[src/rtl/dtmr_supervisor.sv]
// Dynamic TMR supervisor: selects simplex/voting, scrubs and retires faulty copies, raises a sticky fail-safe alarm.
// All outputs registered (one edge after the sampled inputs); `DTMR_FAULT_LOG_EN adds evt_cnt_o/last_victim_o.
module dtmr_supervisor #(
  parameter int FAULT_PERSIST = 4,
  parameter int SCRUB_CYC     = 8,
  parameter int SETTLE_CYC    = 8,
  parameter int QUIET_CYC     = 16,
  parameter int MAX_STRIKES   = 3
) (
  input  logic       clk,
  input  logic       rst_n,
  input  logic [3:0] s1_cmd,
  input  logic [3:0] s2_cmd,
  input  logic [3:0] s3_cmd,
  input  logic [3:0] d1_cmd,
  input  logic [3:0] d2_cmd,
  input  logic [3:0] d3_cmd,
  input  logic [2:0] fault,
  input  logic       hazard_i,
  output logic       state_o,
  output logic [2:0] copy_rst_o,
  output logic [2:0] copy_dis_o,
`ifdef DTMR_FAULT_LOG_EN
  output logic       alarm_o,
  output logic [7:0] evt_cnt_o,
  output logic [1:0] last_victim_o
`else
  output logic       alarm_o
`endif
);

  localparam int PW   = $clog2(FAULT_PERSIST + 1);
  localparam int QW   = $clog2(QUIET_CYC + 1);
  localparam int SW   = $clog2(MAX_STRIKES + 1);
  localparam int TMAX = (SCRUB_CYC > SETTLE_CYC) ? SCRUB_CYC : SETTLE_CYC;
  localparam int TW   = $clog2(TMAX + 1);

  localparam logic [PW-1:0] P_MAX     = PW'(FAULT_PERSIST);
  localparam logic [PW-1:0] P_ONE     = PW'(1);
  localparam logic [QW-1:0] Q_MAX     = QW'(QUIET_CYC);
  localparam logic [QW-1:0] Q_ONE     = QW'(1);
  localparam logic [SW-1:0] S_MAX     = SW'(MAX_STRIKES);
  localparam logic [SW-1:0] S_ONE     = SW'(1);
  localparam logic [TW-1:0] T_ONE     = TW'(1);
  localparam logic [TW-1:0] T_SCRUB   = TW'(SCRUB_CYC - 1);
  localparam logic [TW-1:0] T_SETTLE  = TW'(SETTLE_CYC - 1);

  typedef enum logic [2:0] {
    ST_SIMPLEX,
    ST_VOTE,
    ST_SCRUB,
    ST_SETTLE,
    ST_FAILSAFE
  } state_t;

  state_t          state_q, state_d;
  logic [PW-1:0]   pers_q [3];
  logic [PW-1:0]   pers_d [3];
  logic [PW-1:0]   pers_inc [3];
  logic [SW-1:0]   strike_q [3];
  logic [SW-1:0]   strike_d [3];
  logic [SW-1:0]   strike_new;
  logic [QW-1:0]   quiet_q, quiet_d, quiet_inc;
  logic [TW-1:0]   timer_q, timer_d;
  logic [1:0]      victim_q, victim_d;
  logic [2:0]      copy_dis_q, copy_dis_d;
  logic            state_o_q, state_o_d;
  logic [2:0]      copy_rst_q, copy_rst_d;
  logic            alarm_q, alarm_d;

  logic [2:0]      fault_copy, fault_live, declared;
  logic [1:0]      decl_idx;
  logic            decl_multi, mismatch, retire_limit, scrub_entry;

  // Voter order is copy1 in the MSB; internally bit i is copy i+1.
  assign fault_copy = {fault[0], fault[1], fault[2]};
  assign fault_live = fault_copy & ~copy_dis_q;

  assign mismatch = (s1_cmd != s2_cmd) | (s1_cmd != s3_cmd) | (s2_cmd != s3_cmd) |
                    (d1_cmd != d2_cmd) | (d1_cmd != d3_cmd) | (d2_cmd != d3_cmd);

  assign retire_limit = (copy_dis_q[0] & copy_dis_q[1]) | (copy_dis_q[0] & copy_dis_q[2]) |
                        (copy_dis_q[1] & copy_dis_q[2]);

  always_comb begin
    for (int i = 0; i < 3; i++) begin
      if (!fault_live[i]) pers_inc[i] = '0;
      else if (pers_q[i] == P_MAX) pers_inc[i] = P_MAX;
      else pers_inc[i] = pers_q[i] + P_ONE;
      declared[i] = (pers_inc[i] == P_MAX);
    end
  end

  assign decl_multi = (declared[0] & declared[1]) | (declared[0] & declared[2]) |
                      (declared[1] & declared[2]);
  assign decl_idx   = declared[0] ? 2'd0 : (declared[1] ? 2'd1 : 2'd2);
  assign strike_new = (strike_q[decl_idx] == S_MAX) ? S_MAX : strike_q[decl_idx] + S_ONE;

  always_comb begin
    if ((|fault_live) || mismatch || hazard_i) quiet_inc = '0;
    else if (quiet_q == Q_MAX) quiet_inc = Q_MAX;
    else quiet_inc = quiet_q + Q_ONE;
  end

  always_comb begin
    state_d     = state_q;
    quiet_d     = '0;
    timer_d     = timer_q;
    victim_d    = victim_q;
    copy_dis_d  = copy_dis_q;
    scrub_entry = 1'b0;
    for (int i = 0; i < 3; i++) begin
      pers_d[i]   = '0;
      strike_d[i] = strike_q[i];
    end
    case (state_q)
      ST_SIMPLEX: begin
        if (mismatch || hazard_i) state_d = ST_VOTE;
      end
      ST_VOTE: begin
        for (int i = 0; i < 3; i++) pers_d[i] = pers_inc[i];
        quiet_d = quiet_inc;
        if (decl_multi) begin
          state_d = ST_FAILSAFE;
        end else if (|declared) begin
          state_d            = ST_SCRUB;
          scrub_entry        = 1'b1;
          victim_d           = decl_idx;
          timer_d            = '0;
          strike_d[decl_idx] = strike_new;
          if (strike_new == S_MAX) copy_dis_d[decl_idx] = 1'b1;
        end else if (quiet_inc == Q_MAX && copy_dis_q == 3'b000) begin
          state_d = ST_SIMPLEX;
        end
      end
      ST_SCRUB: begin
        if (timer_q == T_SCRUB) begin
          state_d = ST_SETTLE;
          timer_d = '0;
        end else begin
          timer_d = timer_q + T_ONE;
        end
      end
      ST_SETTLE: begin
        if (timer_q == T_SETTLE) begin
          state_d = ST_VOTE;
          timer_d = '0;
        end else begin
          timer_d = timer_q + T_ONE;
        end
      end
      ST_FAILSAFE: ;
      default: state_d = ST_FAILSAFE;
    endcase
    // Two retired copies leave no majority: this overrides whatever the state wanted.
    if (retire_limit && state_q != ST_FAILSAFE) state_d = ST_FAILSAFE;
  end

  always_comb begin
    state_o_d  = (state_d != ST_SIMPLEX);
    copy_rst_d = (state_d == ST_SCRUB) ? (3'b001 << victim_d) : 3'b000;
    alarm_d    = alarm_q | (state_d == ST_FAILSAFE);
  end

  always_ff @(posedge clk or negedge rst_n) begin
    if (!rst_n) begin
      state_q    <= ST_SIMPLEX;
      quiet_q    <= '0;
      timer_q    <= '0;
      victim_q   <= '0;
      copy_dis_q <= '0;
      state_o_q  <= 1'b0;
      copy_rst_q <= '0;
      alarm_q    <= 1'b0;
      for (int i = 0; i < 3; i++) begin
        pers_q[i]   <= '0;
        strike_q[i] <= '0;
      end
    end else begin
      state_q    <= state_d;
      quiet_q    <= quiet_d;
      timer_q    <= timer_d;
      victim_q   <= victim_d;
      copy_dis_q <= copy_dis_d;
      state_o_q  <= state_o_d;
      copy_rst_q <= copy_rst_d;
      alarm_q    <= alarm_d;
      for (int i = 0; i < 3; i++) begin
        pers_q[i]   <= pers_d[i];
        strike_q[i] <= strike_d[i];
      end
    end
  end

  assign state_o    = state_o_q;
  assign copy_rst_o = copy_rst_q;
  assign copy_dis_o = copy_dis_q;
  assign alarm_o    = alarm_q;

`ifdef DTMR_FAULT_LOG_EN
  logic [7:0] evt_cnt_q, evt_cnt_d;
  logic [1:0] last_victim_q, last_victim_d;

  always_comb begin
    evt_cnt_d     = evt_cnt_q;
    last_victim_d = last_victim_q;
    if (scrub_entry && state_d == ST_SCRUB) begin
      if (evt_cnt_q != 8'hFF) evt_cnt_d = evt_cnt_q + 8'd1;
      last_victim_d = decl_idx + 2'd1;
    end
  end

  always_ff @(posedge clk or negedge rst_n) begin
    if (!rst_n) begin
      evt_cnt_q     <= '0;
      last_victim_q <= '0;
    end else begin
      evt_cnt_q     <= evt_cnt_d;
      last_victim_q <= last_victim_d;
    end
  end

  assign evt_cnt_o     = evt_cnt_q;
  assign last_victim_o = last_victim_q;
`else
  logic unused_log;
  assign unused_log = scrub_entry;
`endif

endmodule

[config.mk]
export PLATFORM = sky130hd
export DESIGN_NAME = dtmr_supervisor
export DESIGN_NICKNAME = d
export VERILOG_FILES = /design/src/rtl/dtmr_supervisor.sv
export SDC_FILE = /design/constraint.sdc
export NUM_CORES = 1
export LEC_CHECK = 0
export BUFFER_PORTS_ARGS = -buffer_cell sky130_fd_sc_hd__buf_2
export CAP_MARGIN = 10
export CORE_MARGIN = 10
export CORE_UTILIZATION = 30
export DETAILED_ROUTE_END_ITERATION = 10
export HOLD_SLACK_MARGIN = 0.1
export SYNTH_ARGS = -nofsm -noshare
export SYNTH_HDL_FRONTEND = slang
export SYNTH_SLANG_ARGS = --single-unit
[constraint.sdc]
create_clock -name clk -period 2.61 [get_ports clk]
set_input_delay 0.1305 -clock clk [delete_from_list [all_inputs] [get_ports clk]]
set_output_delay 0.1305 -clock clk [all_outputs]
set_load 0.05 [all_outputs]
Yosys cells after proc, flatten, opt, wreduce, memory -nomap -nowiden
Cells that the tools add are included.
{ "op_classes": {"n_addsub": 6, "order_cmp": 4, "eq_ne": 26, "shifts": 1, "muxes": 37, "bitwise": 21, "n_reduce_logical": 17} }
{ "ops": {"columns": ["cell", "n"], "rows": [
  ["two-way mux 3 bit", 14],
  ["equality test 3 bit, second input constant", 8],
  ["!= test 4 bit", 6],
  ["two-way mux 2 bit", 9],
  ["two-way mux 5 bit", 3],
  ["case mux 3 bit (5 select lines)", 1],
  ["two-way mux 4 bit", 3],
  ["equality test 5 bit, second input constant", 2],
  ["OR 1 bit", 10],
  ["adder 3 x 1 -> 3 bit, second input constant", 3],
  ["equality test 3 x 2 -> 1 bit, second input constant", 3],
  ["two-way mux 9 bit", 1],
  ["case mux 4 bit (2 select lines)", 1],
  ["AND 1 bit", 6],
  ["bitwise mux 6 bit", 1],
  ["zero test 3 bit", 2],
  ["AND reduction 3 bit", 2],
  ["OR reduction 3 bit", 2],
  ["adder 5 x 1 -> 5 bit, second input constant", 1],
  ["adder 4 x 1 -> 4 bit, second input constant", 1],
  ["binary-select mux 2 bit (select 2 bit)", 1],
  ["demux 2 bit (select 2 bit)", 1],
  ["equality test 2 bit, second input constant", 2],
  ["equality test 4 x 3 -> 1 bit, second input constant", 1],
  ["22 further kinds", 28]
]} }
{ "word_totals": {"ff_bits": 37, "input_bits": 30, "output_inout_bits": 8, "word_cells": 126} }

Longest topological paths before layout
{ "logic_depth": {"word_depth": 18, "mapped_depth": 9, "mapped_depth_nobuf": 8} }

Worst setup path before layout
OpenSTA, ideal clock, no wires.
{ "synth_timing": {"path_type": "register to register", "startpoint": "reg copy_dis_q[0], in the netlist copy_dis_o[0]", "endpoint": "reg state_o_q, in the netlist state_o", "setup_time_ps": 132, "t_arrival_ps": 2252, "t_required_ps": 2478, "setup_slack_ps": 226, "path_stages_with_launch": 6, "n_path_buf": 0, "synth_period_minus_slack_ps": 2384, "path_cell_list": "dfrtp_1 -> or4_1 -> or4_1 -> a21oi_1 -> o211ai_2 -> or3b_1"} }
{ "synth_between": {"elab_chain_cells": 14, "word_cells_on_any_way": 27, "cone_classes": "eq/ne (2); mux (7); bitwise (10); reduce/logical (8)"} }
{ "synth_rtl": {"columns": ["item", "line", "text"], "rows": [
  ["from (decl)", "66", "logic [2:0] copy_dis_q, copy_dis_d;"],
  ["from (signal assigned)", "184", "copy_dis_q <= copy_dis_d;"],
  ["inverter 3 bit", "77", "assign fault_live = fault_copy & ~copy_dis_q;"],
  ["AND 3 bit", "77", null],
  ["OR reduction 3 bit", "100", "if ((|fault_live) || mismatch || hazard_i) quiet_inc = '0;"],
  ["logical OR 1 bit (2 in series)", "100", null],
  ["two-way mux 5 bit", "100", null],
  ["equality test 5 bit", "132", "end else if (quiet_inc == Q_MAX && copy_dis_q == 3'b000) begin"],
  ["logical AND 1 bit", "132", null],
  ["two-way mux 3 bit", "132", null],
  ["two-way mux 3 bit", "125", "end else if (|declared) begin"],
  ["two-way mux 3 bit", "123", "if (decl_multi) begin"],
  ["case mux 3 bit (5 select lines)", "116", "case (state_q)"],
  ["two-way mux 3 bit (*)", "156", "if (retire_limit && state_q != ST_FAILSAFE) state_d = ST_FAILSAFE;"],
  ["nonzero test 3 bit (*)", "160", "state_o_d = (state_d != ST_SIMPLEX);"],
  ["named net state_o_d", "67", "logic state_o_q, state_o_d;"],
  ["to (signal assigned)", "185", "state_o_q <= state_o_d;"],
  ["to (decl)", "67", null]
]} }
The timed path passes the listed nets; every way through them passes the cells marked *.
A chain may end at the register's enable or synchronous reset.

Worst setup path after layout
{ "layout_timing": {"startpoint": "reg pers_q[0] in the netlist's numbering", "endpoint": "reg timer_q[2]"} }
{ "layout_between": {"elab_chain_cells": 9, "word_cells_on_any_way": 13, "cone_classes": "add/sub (1); eq/ne (4); mux (2); bitwise (4); reduce/logical (2)"} }
{ "layout_rtl": {"columns": ["item", "line", "text"], "rows": [
  ["from (decl)", "57", "logic [PW-1:0] pers_q [3];"],
  ["from (signal, indexed assignment)", "189", "pers_q[i] <= pers_d[i];"],
  ["adder 3 x 1 -> 3 bit / equality test 3 bit (equally long branches)", "89, 88", null],
  ["two-way mux 3 bit (*)", "88", "else if (pers_q[i] == P_MAX) pers_inc[i] = P_MAX;"],
  ["two-way mux 3 bit (*)", "87", "if (!fault_live[i]) pers_inc[i] = '0;"],
  ["equality test 3 bit (*)", "90", "declared[i] = (pers_inc[i] == P_MAX);"],
  ["AND 1 bit", "94", "assign decl_multi = (declared[0] & declared[1]) | (declared[0] & declared[2]) |"],
  ["OR 1 bit (2 in series)", "94", null],
  ["!= test 2 bit (no line)", null, null],
  ["AND reduction 3 bit (no line) (*)", null, null],
  ["to (signal assigned)", "182", "timer_q <= timer_d;"],
  ["to (decl)", "64", "logic [TW-1:0] timer_q, timer_d;"]
]} }
Every way passes the cells marked *; elsewhere a longest branch is shown, timed or not.

==> impl_metrics.csv <==
group,metric,value,unit
clock_tree,path_clk_slew,0.07,ns
sta,min_period,2.40,ns
global_route,grtUsageMet2,0.154,
synthesis,syn-num-nets,252,
sta,setup_tns,0,ns
floorplan,die_x,104,µm
clock_tree,clock_path_buffers,2,
global_route,antenna_found_initial,0,
sta,drv_slew,0,
floorplan,row_count,30,
detailed_routing,wl_per_cell,12.7,µm
floorplan,io_pins,38,
global_route,grt_util_met1,0.0941,
sta,setup_violations,0,
flow_run,cap_violations,0,
power_and_ir_drop,peakVddDrop,0.000213,V
global_route,overflow,0,
sta,hold_viol,0,
sta,worst_slack,0.206,ns
sta,skew,0.00481,ns
synthesis,synth-seq-cells,37,
setup_path,worstPathRequired,2.80,ns
placement,hpwl,3.60,mm
sta,fmax,416,MHz
clock_tree,cts_made_buffers,5,
global_route,gr-usage-met3,0.0217,
floorplan,die-area,10800,µm²
synthesis,synth_area,2110,µm²
clock_tree,clock_sinks,37,
setup_path,crit_fanout,7,
setup_path,timing.rr.start,"pers_q[0]",
finish,fin_cells,360,
placement,gp_congestion,0.751,
detailed_routing,remaining_drc_errors,0,
clock_tree,cts_tree,"built",
sta,rsz0062_at_grt,"no",
min_path,worstHoldPathCells,3,
finish,fin_nets,302,
global_route,grt_max_degree,38,
placement,place_inst,351,
synthesis,synth-async-reset-ratio,1.00,
setup_path,arrival,2.59,ns
detailed_routing,drt_iter0_markers,74,
setup_path,cp_cell_sequence,"ha_1 -> xor2_1 -> o2111ai_2 -> or4_2 -> o311a_1 -> o21ai_1 -> nand2_1",
setup_path,setup.worst_path.start,"pers_q[0]",
min_path,min_path_type,"in -> reg",
power_and_ir_drop,total_power,0.00112,W
power_and_ir_drop,power_density,435,nW/µm²
clock_tree,clock_latency,0.29,ns
floorplan,core,6830,µm²
setup_path,crit_type,"reg -> reg",
global_route,busiest_layer,"met2",
detailed_routing,wl,4.59,mm
placement,place_ws,0.154,ns
synthesis,syn_avg_cell_area,9.91,µm²
floorplan,die_h,104,µm
setup_path,cp_slowest_stage_delay,0.72,ns
placement,port_buffers,37,
global_route,track_usage,0.0876,
detailed_routing,via_per_inst,4.83,
clock_tree,post_cts_buffers,0,
finish,diodes,0,
detailed_routing,firstDrtPassIters,4,
finish,areaGrowthSynthToFinish,22.5,%
finish,drive_above_1_share,0.261,
sta,slew-limit-headroom,0.470,
min_path,min_from,"fault[2]",
sta,worst_slew_pin_slew,0.795,ns
clock_tree,htreeDepth,2,
setup_path,crit_path_end_kind,"flop",
floorplan,start_util,0.309,
synthesis,synth_cells,213,
setup_path,ff2ff_path_depth,7,
setup_path,cp-start-kind,"flop",
global_route,grt_pass1_wl,8.07,mm
outcome,status,"finished clean",
global_route,grt_pass1_vias,1866,
synthesis,synth_edf_count,0,
clock_tree,clock-root-buffer,"clkbuf_8",
power_and_ir_drop,leakage,1.16,nW
synthesis,ys_types,50,
synthesis,yosysSeqAreaShare,0.439,
detailed_routing,vias,1737,
detailed_routing,ant_nets,0,
sta,fin_crit_sh,0.921,
synthesis,synthFlopType,"dfrtp_1",
setup_path,slowest_stage,"or4_2",
synthesis,yosysWarningCount,0,
cell type report:
class                      instances  area (µm²)
clock buffer                       5        68.8
sequential                        37         926
timing repair buffer              45         248
multi-input combinational        161        1130
inverter                          13        48.8
tap                               96         120
clock inverter                     3        46.3
fill                             714        4250
cells in the final DEF (no fill, tap or decap), types with 4 or more instances in the layout:
cell	count
or3_1	8
a21oi_1	5
ha_1	9
nand3b_1	4
nand2_1	14
mux2_2	5
nor2b_1	7
a21o_1	7
nor3_1	5
a31oi_1	4
nor2_1	19
xnor2_1	5
buf_4	7
o21ai_0	6
clkbuf_8	5
inv_1	13
buf_2	37
dfrtp_1	37
nand3_1	11
registers in the layout (all words and copies together), names as in the netlist:
name,flops
alarm_o,1
strike_q,6
copy_rst_o,3
state_o,1
copy_dis_o,3
pers_q,9
timer_q,4
state_q,3
victim_q,2
quiet_q,5
synth_stat cells (all sizes together) (2+ instances only):
library cell / count / area share
or2: 2 / 0.0059
xnor2: 5 / 0.021
nand3b: 4 / 0.014
nor3b: 2 / 0.0071
mux2i: 2 / 0.0095
and3: 3 / 0.0089
ha: 9 / 0.053
xor2: 3 / 0.012
or4: 3 / 0.011
a211oi: 2 / 0.0071
nor4b: 2 / 0.014
nand2b: 3 / 0.0089
inv: 13 / 0.023
dfrtp: 37 / 0.44
o2111a: 2 / 0.011
nor3: 5 / 0.012
nor2: 19 / 0.034
a2111oi: 2 / 0.017
a21oi: 5 / 0.012
nor2b: 7 / 0.021
o21ai: 9 / 0.021
and2: 3 / 0.0089
mux2: 5 / 0.027
nand3: 11 / 0.026
a31oi: 4 / 0.012
nor4: 4 / 0.015
a21o: 7 / 0.025
a22oi: 2 / 0.0071
nand2: 15 / 0.028
or3: 9 / 0.027
cells by family (layout without fill, tap and decap cells):
logic type | after synthesis | count (layout) | synth area share
AND/OR/NAND/NOR | 95 | 95 | 0.254
AO/OA/AOI/OAI | 41 | 41 | 0.153
flip-flops | 37 | 37 | 0.439
buffers and inverters | 15 | 66 | 0.0273
adder cells (fa/ha/maj) | 10 | 10 | 0.0581
XOR/XNOR | 8 | 8 | 0.0332
multiplexers | 7 | 7 | 0.0362
metal layers:
metal | part of all wire | routed length [µm] | vias to the layer above
met4 | 0.021 | 95 | 0
met2 | 0.48 | 2210 | 35
li1 | - | - | 877
met1 | 0.46 | 2090 | 818
met5 | 0 | 0 | -
met3 | 0.041 | 189 | 7
metrics by stage:
stage	utilization	hold WS, ns	area (µm²)
after global routing	0.379	0.256	2590
after detailed placement	0.360	0.270	2460
final	0.379	0.233	2590
after global placement	0.360	0.275	2460
after floorplan	-	-0.165	2110
after CTS	0.378	0.225	2580
path summary, 6_finish.rpt:
check | endpoint | slack, ns
min in group asynchronous | quiet_q[3] | 0.45
min reg2reg | alarm_o | 0.46
max in group asynchronous | timer_q[3] | 1.65
max reg2reg | timer_q[2] | 0.21
max | timer_q[2] | 0.21
min | pers_q[8] | 0.23
power by group:
part           total [W]  leakage (nW)  switching [W]  internal (W)
clock           0.000497        0.0543       0.000211      0.000286
combinational  0.0000528         0.625      0.0000281     0.0000247
sequential      0.000574         0.484    0.000000759      0.000574
worst max-delay path: cells and delay by family (launching register included):
| kind | cells | cell delay [ns] |
|---|---|---|
| adders and majority gates | 1 | 0.21 |
| AOI/OAI and AO/OA | 3 | 0.61 |
| xor gates and xnor gates | 1 | 0.30 |
| DFF | 1 | 0.40 |
| and+or+nand+nor | 2 | 0.78 |
what timing repair did:
item | in CTS | in global routing
hold buffers | 1 | 0
endpoints found under the setup margin | 0 | 4
hold endpoints to repair | 37 | 0
resized for setup | 0 | 1
Note: power is estimated with default switching activity, not from simulation.
